<file path="config.mk">
export PLATFORM = sky130hd
export DESIGN_NAME = rs232_tx_scheduler
export DESIGN_NICKNAME = d
export VERILOG_FILES = /design/src/rtl/rs232_tx_scheduler.sv
export SDC_FILE = /design/constraint.sdc
export NUM_CORES = 1
export LEC_CHECK = 0
export BUFFER_PORTS_ARGS = -buffer_cell sky130_fd_sc_hd__buf_2
export CAP_MARGIN = 10
export CORE_UTILIZATION = 30
export CTS_CLUSTER_DIAMETER = 80
export CTS_CLUSTER_SIZE = 10
export DETAILED_ROUTE_END_ITERATION = 7
export HOLD_SLACK_MARGIN = 0.08
export SLEW_MARGIN = 10
export SYNTH_ARGS = -nofsm -noshare
export SYNTH_HDL_FRONTEND = slang
export SYNTH_SLANG_ARGS = --single-unit
</file>
<file path="constraint.sdc">
create_clock -name clk -period 4.85 [get_ports clk]
set_clock_uncertainty 0.15 [all_clocks]
set_input_delay 0.97 -clock clk [delete_from_list [all_inputs] [get_ports clk]]
set_output_delay 0.97 -clock clk [all_outputs]
set_load 0.1 [all_outputs]
</file>
<file path="src/rtl/rs232_tx_scheduler.sv">
// Avalon-MM master sharing the RS232 UART transmit path among NUM_REQ byte sources.
// Polls write_space into a credit count, grants round-robin per packet, writes one byte per grant.
module rs232_tx_scheduler #(
  parameter int NUM_REQ  = 4,
  parameter int POLL_GAP = 3
) (
  input  logic                 clk,
  input  logic                 reset_n,
  input  logic                 enable,
  input  logic [NUM_REQ-1:0]   req_valid,
  input  logic [8*NUM_REQ-1:0] req_data,
  input  logic [NUM_REQ-1:0]   req_last,
  output logic [NUM_REQ-1:0]   req_ready,
  output logic                 uart_address,
  output logic                 uart_chipselect,
  output logic [3:0]           uart_byteenable,
  output logic                 uart_read,
  output logic                 uart_write,
  output logic [31:0]          uart_writedata,
  input  logic [31:0]          uart_readdata,
  output logic [2:0]           grant_id,
  output logic                 busy
);

  localparam int GAP_W = (POLL_GAP > 1) ? $clog2(POLL_GAP) : 1;

  typedef enum logic [2:0] {
    S_IDLE,
    S_RD,
    S_RDW,
    S_ARB,
    S_WR,
    S_GAP
  } state_t;

  state_t           state, state_nx;
  logic [7:0]       credits, credits_nx;
  logic [2:0]       rr_ptr, rr_nx;
  logic             lock, lock_nx;
  logic [GAP_W-1:0] gap_cnt, gap_nx;
  logic [2:0]       grant_nx;
  logic [NUM_REQ-1:0] ready_nx;
  logic [7:0]       byte_nx;
  logic             grant_go;
  logic [2:0]       sel_idx;
  logic [3:0]       pick;
  logic             pending;

  // Requester vectors padded to the 3-bit index space so any grant_id indexes cleanly
  logic [7:0]  valid_pad;
  logic [7:0]  last_pad;
  logic [63:0] data_pad;
  logic [7:0]  write_space;
  logic        unused_readdata;

  assign valid_pad       = 8'(req_valid);
  assign last_pad        = 8'(req_last);
  assign data_pad        = 64'(req_data);
  assign write_space     = uart_readdata[23:16];
  assign unused_readdata = ^{uart_readdata[31:24], uart_readdata[15:0]};
  assign pending         = lock || (enable && (|req_valid));

  function automatic logic [3:0] rr_pick(input logic [7:0] valid, input logic [2:0] start);
    logic [2:0] idx;
    rr_pick = 4'h0;
    idx     = start;
    for (int k = 0; k < NUM_REQ; k++) begin
      if (valid[idx] && !rr_pick[3]) rr_pick = {1'b1, idx};
      idx = (idx == 3'(NUM_REQ - 1)) ? 3'd0 : idx + 3'd1;
    end
  endfunction

  assign pick = rr_pick(valid_pad, rr_ptr);

  always_comb begin
    state_nx   = state;
    credits_nx = credits;
    rr_nx      = rr_ptr;
    lock_nx    = lock;
    gap_nx     = gap_cnt;
    grant_nx   = grant_id;
    ready_nx   = '0;
    byte_nx    = 8'h00;
    grant_go   = 1'b0;
    sel_idx    = 3'd0;
    case (state)
      S_IDLE: begin
        if ((|req_valid) && (enable || lock))
          state_nx = (credits == 8'd0) ? S_RD : S_ARB;
      end
      S_RD: state_nx = S_RDW;
      S_RDW: begin
        credits_nx = write_space;
        gap_nx     = '0;
        state_nx   = (write_space != 8'd0) ? S_ARB : S_GAP;
      end
      S_ARB: begin
        // A locked packet is never preempted; wait here until its owner presents the next byte
        if (lock) begin
          grant_go = valid_pad[grant_id];
          sel_idx  = grant_id;
        end else if (enable && pick[3]) begin
          grant_go = 1'b1;
          sel_idx  = pick[2:0];
        end else begin
          state_nx = S_IDLE;
        end
        if (grant_go) begin
          state_nx = S_WR;
          grant_nx = sel_idx;
          ready_nx = NUM_REQ'(8'd1 << sel_idx);
          byte_nx  = data_pad[{sel_idx, 3'b000} +: 8];
          lock_nx  = ~last_pad[sel_idx];
          if (last_pad[sel_idx])
            rr_nx = (sel_idx == 3'(NUM_REQ - 1)) ? 3'd0 : sel_idx + 3'd1;
        end
      end
      S_WR: begin
        credits_nx = credits - 8'd1;
        gap_nx     = '0;
        state_nx   = ((credits > 8'd1) && pending) ? S_ARB : S_GAP;
      end
      S_GAP: begin
        if (gap_cnt == GAP_W'(POLL_GAP - 1)) begin
          if (!pending)               state_nx = S_IDLE;
          else if (credits == 8'd0)   state_nx = S_RD;
          else                        state_nx = S_ARB;
        end else begin
          gap_nx = gap_cnt + 1'b1;
        end
      end
      default: state_nx = S_IDLE;
    endcase
  end

  // Outputs are registered from the next state so they line up with the RD/WR cycles
  always_ff @(posedge clk) begin
    if (!reset_n) begin
      state           <= S_IDLE;
      credits         <= 8'd0;
      rr_ptr          <= 3'd0;
      lock            <= 1'b0;
      gap_cnt         <= '0;
      grant_id        <= 3'd0;
      req_ready       <= '0;
      uart_address    <= 1'b0;
      uart_chipselect <= 1'b0;
      uart_byteenable <= 4'b0000;
      uart_read       <= 1'b0;
      uart_write      <= 1'b0;
      uart_writedata  <= 32'h0;
      busy            <= 1'b0;
    end else begin
      state           <= state_nx;
      credits         <= credits_nx;
      rr_ptr          <= rr_nx;
      lock            <= lock_nx;
      gap_cnt         <= gap_nx;
      grant_id        <= grant_nx;
      req_ready       <= ready_nx;
      uart_address    <= (state_nx == S_RD);
      uart_chipselect <= (state_nx == S_RD) || (state_nx == S_WR);
      uart_byteenable <= (state_nx == S_WR) ? 4'b0001 : 4'b0000;
      uart_read       <= (state_nx == S_RD);
      uart_write      <= (state_nx == S_WR);
      uart_writedata  <= {24'h0, byte_nx};
      busy            <= (state_nx != S_IDLE);
    end
  end

endmodule

</file>
==> tab_implementation.tex <==
\begin{tabular}{lr}
\hline
Metric & Value \\
\hline
\multicolumn{2}{l}{\textbf{Run status}} \\
\quad Status & finished, final reports clean \\
\multicolumn{2}{l}{\textbf{STA}} \\
\quad Actual transition at the worst max-transition pin & 767 ps \\
\quad Final Max Tran Viols & 0 \\
\quad Worst setup margin & 1080 ps \\
\quad Post-route setup TNS & 0 ps \\
\quad Achievable clock frequency & 0.265 GHz \\
\quad Slew headroom & 48.8\% \\
\quad Final hold violation count & 0 \\
\quad Final clock period utilization by the worst path & 77.8\% \\
\quad Unrepaired setup endpoints after global routing & no \\
\quad Total setup violations reported at the end of the flow & 0 \\
\quad Tmin final & 3770 ps \\
\multicolumn{2}{l}{\textbf{Synthesis}} \\
\quad Seq/Total Area, Yosys & 29.9\% \\
\quad Average instance area after synthesis & 8.63 um2 \\
\quad Top-area cell type share of the netlist area & 29.9\% \\
\quad Number of flops mapped to enable cells by yosys & 0 \\
\quad Gate count of the mapped netlist & 279 \\
\quad FF+latch count, synth & 36 \\
\quad Leading cell types by total area after synthesis & sky130\_fd\_sc\_hd\_\_dfxtp\_1 (30\%), sky130\_fd\_sc\_hd\_\_buf\_4 (9.0\%), sky130\_fd\_sc\_hd\_\_mux4\_2 (8.4\%) \\
\quad Number of library cell types mapped by synthesis & 57 \\
\quad Library cell occupying the most area in the post-synthesis netlist & sky130\_fd\_sc\_hd\_\_dfxtp\_1 \\
\quad Cell Area, Synth & 2410 um2 \\
\quad Ys flop type & sky130\_fd\_sc\_hd\_\_dfxtp\_1 \\
\quad Count of yosys warnings during synthesis & 0 \\
\quad Async set-reset flop share out of synthesis & 0\% \\
\multicolumn{2}{l}{\textbf{Cells and area}} \\
\quad Count of nets after finishing & 426 \\
\quad Fillcell total & 821 \\
\quad Synth-to-Final Area Change & 17.0\% \\
\quad Count of antenna diodes in the layout & 0 \\
\quad Storage element area & 721 um2 \\
\quad Fraction of layout cells with a size suffix above 1 & 27.6\% \\
\quad Multi-input combinational cell area & 1490 um2 \\
\quad Top library cells by usage in the layout, fill and taps aside & sky130\_fd\_sc\_hd\_\_buf\_2 (71), sky130\_fd\_sc\_hd\_\_dfxtp\_1 (36), sky130\_fd\_sc\_hd\_\_conb\_1 (27) \\
\quad Leading cell type in the layout, fill and taps excluded & sky130\_fd\_sc\_hd\_\_buf\_2 \\
\multicolumn{2}{l}{\textbf{Setup path}} \\
\quad Worst path depth & 11 \\
\quad R2R Path Start & rr\_ptr[0] \\
\quad Critical-path maximum fanout & 15 \\
\quad Slowest cell delay on critical path & 610 ps \\
\quad Setup crit end & rr\_ptr[2] \\
\quad Cell class contributing the biggest share of worst-path delay & simple AND/OR/NAND/NOR gates \\
\quad Capturing element type of the critical path & register \\
\quad Setup crit start & rr\_ptr[0] \\
\quad CP bufs+invs & 1 \\
\quad Type of origin of the critical path & register \\
\quad Chain of cells forming the critical path & inv\_2, ha\_1, mux2i\_1, or2\_2, nand2b\_1, o2111a\_1, o32a\_1, a21o\_1, nor3\_1, a2bb2oi\_2, and3\_1 \\
\quad Required time at the endpoint of the critical path & 4870 ps \\
\quad Worst reg2reg endpoint & rr\_ptr[2] \\
\quad Crit path arrival time & 3800 ps \\
\quad Critical setup path kind & register to register \\
\quad Setup slack of the most critical reg-to-reg path & 1080 ps \\
\quad Highest-delay cell along the critical path & sky130\_fd\_sc\_hd\_\_dfxtp\_1 \\
\quad Worst Reg-to-Reg Cells & 11 \\
\multicolumn{2}{l}{\textbf{Clock network}} \\
\quad Number of clock buffers inserted by TritonCTS & 5 \\
\quad TritonCTS sink count & 36 \\
\quad Resized Gates After CTS & 0 \\
\quad Register clock-pin slew on the reported worst setup and hold paths & 70 ps \\
\quad Bufs on Longest Clock Path & 2 \\
\quad H-tree lvl count & 2 \\
\quad CTS tree & done \\
\quad Hold buffer count at CTS & 0 \\
\quad Buffer type at the clock tree root & sky130\_fd\_sc\_hd\_\_clkbuf\_8 \\
\quad Setup bufs post-CTS & 0 \\
\quad Clk Latency, worst-skew pair & 280 ps \\
\multicolumn{2}{l}{\textbf{Route}} \\
\quad Highest metal layer used by the detailed router & met4 \\
\quad Met3 WL & 380 um \\
\quad Total wire length & 5750 um \\
\quad M1 wire length & 2600 um \\
\quad Count of unresolved DRC violations after routing & 0 \\
\quad Via count normalized by instance count & 4.96 \\
\quad Iter 0 DRT Violations & 146 \\
\quad Wirelength per Cell & 12.9 um \\
\quad Drt pass-1 iters & 5 \\
\quad Met2 Wirelength & 2730 um \\
\quad Number of routed nets with antenna violations & 0 \\
\quad Vias & 2213 \\
\multicolumn{2}{l}{\textbf{Floorplanning}} \\
\quad Floorplan die height & 91.6 um \\
\quad Number of cell rows & 32 \\
\quad Total I/O pin count & 123 \\
\quad Area of the die & 8390 um2 \\
\quad Initial core utilization & 31.2\% \\
\quad Die width & 91.6 um \\
\quad Placeable core region & 7730 um2 \\
\multicolumn{2}{l}{\textbf{Pwr}} \\
\quad Static Leak & 1.24 nW \\
\quad Power density of the placed cells & 405 nW/um2 \\
\quad Design Power & 1.14 mW \\
\quad Max rail drop VDD & 178 uV \\
\multicolumn{2}{l}{\textbf{Global routing}} \\
\quad Gr ovfl total & 0 \\
\quad Wire length of the first global-routing pass & 9360 um \\
\quad Via count of the first global-routing pass & 2013 \\
\quad Number of antenna violations at the first check in global routing & 0 \\
\quad Largest net degree at the start of global routing & 16 \\
\quad GRT Resource Usage Total & 13.5\% \\
\multicolumn{2}{l}{\textbf{Hold path}} \\
\quad HP Class & register to register \\
\quad Worst Min Path Start & credits[6] \\
\multicolumn{2}{l}{\textbf{Place}} \\
\quad Placed wire-length estimate after detailed placement & 4240 um \\
\quad Total of buffers placed on input and output ports & 71 \\
\quad Post-placement setup slack & 1100 ps \\
\quad RePlAce Congestion & 0.893 \\
\multicolumn{2}{l}{\textbf{Flow run}} \\
\quad Max-capacitance violation count & 0 \\
\hline
\end{tabular}
-- layout make-up --
class / instances / share of cell area, %
repair buffers: 71 / 12.6
inverters: 9 / 1.20
flip-flops and latches: 36 / 25.6
multi-input cells: 221 / 52.7
clock buffers: 7 / 3.42
well taps: 102 / 4.53
-- worst reg2reg max path: stages (launching register included) --
cell                        delay, ps
sky130_fd_sc_hd__dfxtp_1          610
sky130_fd_sc_hd__inv_2            140
sky130_fd_sc_hd__ha_1             540
sky130_fd_sc_hd__mux2i_1          180
sky130_fd_sc_hd__or2_2            310
sky130_fd_sc_hd__nand2b_1         140
sky130_fd_sc_hd__o2111a_1         140
sky130_fd_sc_hd__o32a_1           340
sky130_fd_sc_hd__a21o_1           360
sky130_fd_sc_hd__nor3_1           420
sky130_fd_sc_hd__a2bb2oi_2        140
sky130_fd_sc_hd__and3_1           200
-- how the worst min path moves through the flow --
stage	cells after the start	endpoint	slack [ps]
6_report	2	credits[6]	320
5_1_grt	2	credits[6]	350
4_1_cts	2	credits[6]	320
3_5_place_dp	2	credits[6]	310
3_3_place_gp	2	credits[6]	300
2_1_floorplan	2	credits[6]	290
-- metal layers --
layer	up-vias	track usage, %
met5	-	0
met4	0	3.04
met3	4	2.43
met2	86	24.4
met1	1035	16.5
li1	1088	-
-- sequential cells by signal (all words and copies together), names as in the netlist --
register and count:
credits 8, gap_cnt 2, grant_id 3, rr_ptr 3
state 3, busy 1, uart_writedata 8, uart_read 1
uart_write 1, lock 1, uart_chipselect 1, req_ready 4
-- cell families (layout without fill, tap and decap cells) --
| logic type | after synthesis | after routing | share of synthesized area, % |
|---|---|---|---|
| fa+ha+maj | 7 | 7 | 3.64 |
| mux | 17 | 17 | 11.8 |
| simple gates | 104 | 104 | 23.1 |
| flops | 36 | 36 | 29.9 |
| other cells | 1 | 27 | 0.156 |
| buf+inv | 48 | 87 | 12.5 |
| compound gates | 66 | 66 | 18.9 |
-- stage by stage --
| stage | hold slack, ps | utilization (%) | cell area [um2] | std cells |
|---|---|---|---|---|
| 2_1_floorplan | 289 | - | 2510 | 305 |
| 3_5_place_dp | 309 | 35.2 | 2720 | 439 |
| 3_3_place_gp | 300 | 35.2 | 2720 | 439 |
| 4_1_cts | 320 | 36.5 | 2820 | 446 |
| 6_report | 325 | 36.5 | 2820 | 446 |
| 5_1_grt | 351 | 36.5 | 2820 | 446 |
-- cell usage after synthesis, drive strengths merged (6+ instances only) --
library cell   n
mux2i          7
inv            9
nor3          10
ha             7
buf           33
o21ai         12
mux4           9
nand2b         7
nor2b         12
nor2          26
a21oi         19
nand2         20
clkbuf         6
dfxtp         36
-- where the power goes --
part	switching, mW	leakage [nW]	internal, mW
clock network	0.102	0.0503	0.127
registers	0.0484	0.292	0.339
logic	0.386	0.902	0.141
total	0.537	1.24	0.606
Power figures use the tool's default switching activity.
